<file path="config.mk">
export PLATFORM = sky130hd
export DESIGN_NAME = ex_mem_req
export DESIGN_NICKNAME = d
export VERILOG_FILES = /design/src/rtl/ex_mem_req.sv
export SDC_FILE = /design/constraint.sdc
export NUM_CORES = 1
export LEC_CHECK = 0
export BUFFER_PORTS_ARGS = -buffer_cell sky130_fd_sc_hd__buf_4
export CAP_MARGIN = 20
export CORE_AREA = 2 2 96 116
export CTS_CLUSTER_SIZE = 25
export DETAILED_ROUTE_END_ITERATION = 8
export DIE_AREA = 0 0 98 118
export GPL_ROUTABILITY_DRIVEN = 0
export PLACE_DENSITY_LB_ADDON = 0.08
export SYNTH_ARGS = -nofsm -noshare
export SYNTH_HDL_FRONTEND = slang
export SYNTH_SLANG_ARGS = --single-unit
</file>
<file path="constraint.sdc">
create_clock -name clk -period 2.2 [get_ports clk]
set_input_delay 0.11 -clock clk [delete_from_list [all_inputs] [get_ports clk]]
set_output_delay 0.11 -clock clk [all_outputs]
set_load 0.005 [all_outputs]
</file>
<file path="src/rtl/ex_mem_req.sv">
// EX-stage data-SRAM request issuer: turns a load/store into one req/addr_ok request and
// filters data_ok responses of flushed instructions. Optional alignment check: MEM_REQ_ALE_EN.
module ex_mem_req #(
    parameter int MAX_OUTSTANDING = 2,
    parameter int CNT_W           = 2
) (
    input  logic             clk,
    input  logic             reset,
    input  logic             es_valid,
    input  logic             ms_allow_in,
    input  logic             flush,
    input  logic             ms_has_int,
    input  logic             es_mem_we,
    input  logic             es_mem_re,
    input  logic [1:0]       es_size,
    input  logic [31:0]      es_addr,
    input  logic [31:0]      es_st_data,
    output logic             es_mem_ready_go,
    output logic             es_ale,
    output logic             data_sram_req,
    output logic             data_sram_wr,
    output logic [1:0]       data_sram_size,
    output logic [3:0]       data_sram_wstrb,
    output logic [31:0]      data_sram_addr,
    output logic [31:0]      data_sram_wdata,
    input  logic             data_sram_addr_ok,
    input  logic             data_sram_data_ok,
    output logic             ms_data_ok,
    output logic [CNT_W-1:0] outstanding_cnt
);

    typedef enum logic [1:0] {
        S_IDLE,
        S_REQ,
        S_CANCEL,
        S_DONE
    } state_t;

    typedef struct packed {
        logic        wr;
        logic [1:0]  size;
        logic [31:0] addr;
        logic [3:0]  wstrb;
        logic [31:0] wdata;
    } req_t;

    state_t           state_q, state_d;
    logic [CNT_W-1:0] out_cnt_q, out_cnt_d;
    logic [CNT_W-1:0] disc_cnt_q, disc_cnt_d;
    req_t             hold_q, hold_d;
    req_t             live_req;

    logic mem_op;
    logic ale;
    logic issue_ok;
    logic req_raw;
    logic ready_go;
    logic advance;
    logic accept;
    logic discard_inc;

    assign mem_op = es_valid & (es_mem_we | es_mem_re);

`ifdef MEM_REQ_ALE_EN
    assign ale = mem_op & (((es_size == 2'd1) & es_addr[0]) |
                           ((es_size == 2'd2) & (es_addr[1:0] != 2'b00)));
`else
    assign ale = 1'b0;
`endif

    assign issue_ok = mem_op & ~ale & ~ms_has_int & ~flush &
                      (out_cnt_q < CNT_W'(MAX_OUTSTANDING));

    // Request payload built straight from the EX operands.
    always_comb begin
        // NOTE: every always_comb output gets a default first so no path can infer a latch.
        live_req       = '0;
        live_req.wr    = es_mem_we;
        live_req.size  = es_size;
        live_req.addr  = es_addr;
        case (es_size)
            2'd0: begin
                live_req.wstrb = 4'b0001 << es_addr[1:0];
                live_req.wdata = {4{es_st_data[7:0]}};
            end
            2'd1: begin
                live_req.wstrb = es_addr[1] ? 4'b1100 : 4'b0011;
                live_req.wdata = {2{es_st_data[15:0]}};
            end
            default: begin
                live_req.wstrb = 4'b1111;
                live_req.wdata = es_st_data;
            end
        endcase
        if (!es_mem_we) live_req.wstrb = 4'b0000;
    end

    // A cancelled request stays on the bus while EX moves on, so its payload is frozen here.
    assign hold_d = (state_q == S_CANCEL) ? hold_q : live_req;

    assign req_raw = ((state_q == S_IDLE) & issue_ok) |
                     (state_q == S_REQ) | (state_q == S_CANCEL);
    assign accept  = req_raw & data_sram_addr_ok;

    always_comb begin
        ready_go = 1'b0;
        if (!mem_op || ale || ms_has_int) begin
            ready_go = 1'b1;
        end else begin
            case (state_q)
                S_IDLE:   ready_go = issue_ok & data_sram_addr_ok;
                S_REQ:    ready_go = data_sram_addr_ok;
                S_CANCEL: ready_go = 1'b0;
                S_DONE:   ready_go = 1'b1;
                default:  ready_go = 1'b0;
            endcase
        end
    end

    assign advance = es_valid & ready_go & ms_allow_in;

    always_comb begin
        state_d     = state_q;
        discard_inc = 1'b0;
        case (state_q)
            S_IDLE: begin
                if (issue_ok) begin
                    if (data_sram_addr_ok) state_d = advance ? S_IDLE : S_DONE;
                    else                   state_d = S_REQ;
                end
            end
            S_REQ: begin
                if (data_sram_addr_ok) begin
                    if (flush) begin
                        state_d     = S_IDLE;
                        discard_inc = 1'b1;
                    end else begin
                        state_d = advance ? S_IDLE : S_DONE;
                    end
                end else if (flush) begin
                    state_d = S_CANCEL;
                end
            end
            S_CANCEL: begin
                if (data_sram_addr_ok) begin
                    state_d     = S_IDLE;
                    discard_inc = 1'b1;
                end
            end
            S_DONE: begin
                if (flush) begin
                    state_d     = S_IDLE;
                    discard_inc = 1'b1;
                end else if (advance) begin
                    state_d = S_IDLE;
                end
            end
            default: state_d = S_IDLE;
        endcase
    end

    // Both counters saturate at zero so a stray data_ok cannot wrap them.
    always_comb begin
        out_cnt_d = out_cnt_q;
        if (accept && !data_sram_data_ok)
            out_cnt_d = out_cnt_q + 1'b1;
        else if (!accept && data_sram_data_ok && (out_cnt_q != '0))
            out_cnt_d = out_cnt_q - 1'b1;

        disc_cnt_d = disc_cnt_q;
        if (discard_inc && !(data_sram_data_ok && (disc_cnt_q != '0)))
            disc_cnt_d = disc_cnt_q + 1'b1;
        else if (!discard_inc && data_sram_data_ok && (disc_cnt_q != '0))
            disc_cnt_d = disc_cnt_q - 1'b1;
    end

    // NOTE: sequential state uses non-blocking assignments so all flops update from pre-edge values.
    always_ff @(posedge clk) begin
        if (reset) begin
            state_q    <= S_IDLE;
            out_cnt_q  <= '0;
            disc_cnt_q <= '0;
        end else begin
            state_q    <= state_d;
            out_cnt_q  <= out_cnt_d;
            disc_cnt_q <= disc_cnt_d;
        end
    end

    // NOTE: the payload hold register is pure datapath and is only read in CANCEL, so it has no reset.
    always_ff @(posedge clk) begin
        hold_q <= hold_d;
    end

    assign es_mem_ready_go = ready_go;
    assign es_ale          = ale & ~reset;
    assign data_sram_req   = req_raw & ~reset;
    assign data_sram_wr    = (state_q == S_CANCEL) ? hold_q.wr    : live_req.wr;
    assign data_sram_size  = (state_q == S_CANCEL) ? hold_q.size  : live_req.size;
    assign data_sram_addr  = (state_q == S_CANCEL) ? hold_q.addr  : live_req.addr;
    assign data_sram_wstrb = (state_q == S_CANCEL) ? hold_q.wstrb : live_req.wstrb;
    assign data_sram_wdata = (state_q == S_CANCEL) ? hold_q.wdata : live_req.wdata;
    assign ms_data_ok      = data_sram_data_ok & (disc_cnt_q == '0) & ~reset;
    assign outstanding_cnt = out_cnt_q;

endmodule
</file>
After elaboration in Yosys (flattened, before gate mapping)
Cells that the tools add are included.
Widths: inputs -> output; s select.
{"block": "op_classes", "mux": 28, "order_cmp": 1, "reduce_logical": 21, "shift": 1, "bitwise_logic": 18, "add_sub_neg": 4, "eq_ne": 8}
{"operator": "$pmux 36 s2", "n": 1}
{"operator": "$mux 32", "n": 2}
{"operator": "$mux 2", "n": 14}
{"operator": "$and 1x1->1", "n": 12}
{"operator": "$mux 4", "n": 3}
{"operator": "$pmux 2 s4", "n": 1}
{"operator": "$reduce_bool 2->1", "n": 4}
{"operator": "$logic_and 1x1->1", "n": 7}
{"operator": "$logic_not 2->1", "n": 3}
{"operator": "$ne 3x3->1 const B", "n": 2}
{"operator": "$logic_not 1->1", "n": 5}
{"operator": "$mux 1", "n": 5}
{"operator": "$add 2x1->2 const B", "n": 2}
{"operator": "$eq 2x1->1 const B", "n": 2}
{"operator": "$eq 2x2->1 const B", "n": 2}
{"operator": "$ne 2x2->1 const B", "n": 2}
{"operator": "$pmux 1 s4", "n": 1}
{"operator": "$reduce_and 4->1", "n": 1}
{"operator": "$shl 1x2->4 const A", "n": 1}
{"operator": "$sub 2x1->2 const B", "n": 2}
{"operator": "$not 1->1", "n": 3}
{"operator": "$or 1x1->1", "n": 3}
{"operator": "$pmux 1 s3", "n": 1}
{"operator": "$lt 2x2->1 const B", "n": 1}
{"operator": "$logic_or 1x1->1", "n": 1}
{"block": "totals", "word_cells": 89, "ff_bits": 77, "inputBits": 76}

Depth between registers and ports, before layout
{"block": "depth", "ltp_word": 14, "ltp_mapped": 8}

Worst setup path after synthesis
Ideal clock, no wire load.
{"block": "synth_path", "path_kind": "register -> register", "start": "register state_q[1]", "end": "register hold_q[0] (netlist bit) (enable)", "path_slack_ns": -0.031, "required_time_ns": 1.800, "path_buffers": 4, "stages_incl_launch_ff": 7, "synth_period_minus_slack_ns": 2.231, "arrival_ns": 1.831, "cell_sequence": "dfxtp_1 -> buf_6 -> nor2b_4 -> buf_6 -> inv_4 -> buf_6 -> buf_2"}
{"block": "synth_between", "elab_chain_cells": 1}
{"element": "start, declared", "line_no": "47", "text": "state_t state_q, state_d;"}
{"element": "start signal, assigned", "line_no": "184", "text": "state_q <= state_d;"}
{"element": "$eq 2x2->1", "line_no": "99", "text": "assign hold_d = (state_q == S_CANCEL) ? hold_q : live_req;"}
{"element": "end signal, assigned", "line_no": "192", "text": "hold_q <= hold_d;"}
{"element": "end, declared", "line_no": "50", "text": "req_t hold_q, hold_d;"}
No other way between the ends.
A chain may end at the register's enable or synchronous reset.

Final worst setup path
{"block": "layout_path", "start": "register state_q[1]", "end": "output port data_sram_wdata[25]"}
{"block": "layout_between", "elab_chain_cells": 2}
{"element": "$eq 2x2->1", "line_no": "202", "text": "assign data_sram_wdata = (state_q == S_CANCEL) ? hold_q.wdata : live_req.wdata;"}
{"element": "$mux 32", "line_no": "202"}
{"element": "end, declared", "line_no": "25", "text": "output logic [31:0] data_sram_wdata,"}
No other way between the ends.

==> results.toml <==
[setup_path]
crit_path_end_kind = "output port"
cp_data_required_time_ns = 2.09
worstPathMaxFanout = 31
critPathLaunchType = "flop"
setup.worst_path.class = "flop to output port"
cp.arrival_ns = 1.92

[timing]
finClkSkew_ns = 0.00824
rsz0062_at_grt = "no"
setup_viol = 0
finalCritPeriodShare_pct = 92.4
finalHoldViolations = 0
setup_tns_ns = 0
min_period_ns = 2.03
finalWorstSetupSlack_ns = 0.167
drv_slew = 0
max_freq_mhz = 492

[routing]
drt_iter0_markers = 119
drtPass1Iterations = 5
vias_per_cell = 4.73
ant_nets = 0
routed_wl_um = 9930
drc = 0
wl_per_cell_um = 14.0
dr_total_vias = 3351

[floorplan]
start_util_pct = 38.3
dieArea_um2 = 11600
ios = 153
core_area_um2 = 10400
die_height_um = 118
std_cell_rows = 41
die_x_um = 98

[global_route]
overflow = 0
grt_use_met1_pct = 23.7
grt_max_degree = 54
busiest_layer = "met2"
grt_util_met3_pct = 2.73
grt_util_met2_pct = 26.8
grt_pass1_vias = 3108
antenna_found_initial = 0
grt_pass1_wl_um = 15900
gr-usage-all-layers_pct = 17.2

[synth]
ys_warn_count = 0
synth_area_um2 = 3990
synth_edf_count = 71
synth-seq-area-share_pct = 56.5
async_flop_share_pct = 0
ys_ff_latch = 77
synthesis.nets = 463
synthCells = 387
avgSynthCellArea_um2 = 10.3
synth_cell_types = 43
synthFlopType = "edfxtp_1"

[place]
dpl.hpwl_um = 6580
portBuffers = 151
place_ws_ns = 0.460
dp_cells = 653
placed_area_um2 = 5240

[finish]
fill_cells = 914
antenna_cells = 0
area_growth_pct = 48.6
final_layout_size_suffix_gt1_share_pct = 34.7
design_area_um2 = 5920
nets = 651
final_cells = 708

[flow_run]
max_cap_violations = 0

[cts]
clockBufferDepth = 2
cts_made_buffers = 9
h-tree-depth = 3
clk_latency_ns = 0.33
ctsRootBufferMaster = "clkbuf_16"
cts_tree = "built"
clock_sinks = 77
clk_pin_slew_ns = 0.06

[pwr]
ir_worst_vdd_uv = 324
p_leak_nw = 2.67
p_total_w = 0.00435
power_density_nw_per_um2 = 734

[outcome]
status = "finished, final reports clean"

[min_path]
hp-class = "input pin to flop"
[critical path: stages, from the launching register on]
cell	delay, ns
dfxtp_1	0.51
nor2b_4	0.27
inv_4	0.12
buf_12	0.19
mux2_1	0.34
buf_4	0.14
[layout make-up]
type | instances | area, µm² | area share, %
clock buffers | 9 | 225 | 3.80
repair buffers | 198 | 1620 | 27.4
multi-input cells | 284 | 1580 | 26.7
inverters | 5 | 21.3 | 0.359
well taps | 129 | 161 | 2.72
flip-flops and latches | 77 | 2250 | 38.0
clock inverters | 6 | 55.1 | 0.929
[registers in the layout, indices dropped and copies added, names as in the netlist]
signal	cells
hold_q	71
disc_cnt_q	2
outstanding_cnt	2
state_q	2
[synth_stat cells (2+ instances only)]
master / count / area (µm²)
o21ai_1: 3 / 15.0
buf_6: 5 / 56.3
buf_2: 8 / 40.0
a21oi_1: 9 / 45.0
o21a_1: 2 / 15.0
o22ai_1: 2 / 12.5
nand3b_1: 2 / 15.0
mux2_1: 17 / 191
dfxtp_1: 6 / 120
nor2b_1: 5 / 31.3
nand3_1: 3 / 15.0
inv_1: 4 / 15.0
nor2_1: 35 / 131
mux2_2: 19 / 214
mux2i_1: 8 / 80.1
edfxtp_1: 71 / 2130
nor2_2: 2 / 12.5
clkbuf_1: 7 / 26.3
nand2b_1: 3 / 18.8
nand2_1: 142 / 533
o21ai_0: 12 / 60.1
[metal layers]
layer  wire length (µm)  share of wire [%]
met5                  0                  0
met4                182                1.8
met3                523                5.3
met2               4790                 48
met1               4440                 45
[where the power goes]
| group | total, W | switching (W) | leakage, nW | internal, W |
|---|---|---|---|---|
| Combinational | 0.00107 | 0.000497 | 1.74 | 0.000570 |
| Clock | 0.00142 | 0.000561 | 0.136 | 0.000859 |
| Sequential | 0.00186 | 0.0000504 | 0.792 | 0.00181 |
| Total | 0.00435 | 0.00111 | 2.67 | 0.00324 |
[kinds of logic (layout without fill, tap and decap cells)]
logic type / after synthesis / in the layout / share of synthesized area (%)
AND/OR/NAND/NOR: 201 / 201 / 20.9
AO/OA/AOI/OAI: 37 / 37 / 6.31
XOR/XNOR: 1 / 1 / 0.220
multiplexers: 44 / 44 / 12.2
other: 1 / 1 / 0.0940
buffers and inverters: 26 / 218 / 3.80
flip-flops: 77 / 77 / 56.5
[stage by stage]
| step | hold WS [ns] | util (%) |
|---|---|---|
| floorplan | 0.209 | - |
| global placement | 0.298 | 50.3 |
| detailed placement | 0.300 | 50.3 |
| CTS | 0.0131 | 56.9 |
| global route | 0.0281 | 56.9 |
| finish | 0.0248 | 56.9 |
[final timing paths]
check,slack (ns),endpoint,start,cells after the start
setup / recovery,0.17,data_sram_wdata[25],state_q[1],5
hold / removal,0.02,hold_q[70],es_mem_we,1
setup reg to reg,0.54,disc_cnt_q[1],state_q[1],5
hold reg to reg,0.52,disc_cnt_q[1],disc_cnt_q[0],2
[what timing repair did]
action	in CTS	in global routing
gates resized for setup	0	1
endpoints found under the setup margin	0	17
setup buffers	0	0
hold endpoints to repair	40	0
hold buffers	40	0
[cells in the final DEF, fill, tap and decap left out, drive strengths merged, types with 2 or more instances in the layout]
cell / instances
nor3: 2
nor2: 37
dfxtp: 6
o21a: 2
edfxtp: 71
nand2b: 3
nor2b: 6
o21ai: 15
nand3: 3
a21oi: 9
o22ai: 2
inv: 5
nand3b: 2
a211oi: 2
buf: 158
mux2i: 8
nand2: 142
nor4: 2
dlygate4sd3: 40
clkbuf: 9
mux2: 36
clkinv: 4
Note: power is estimated with default switching activity, not from simulation.
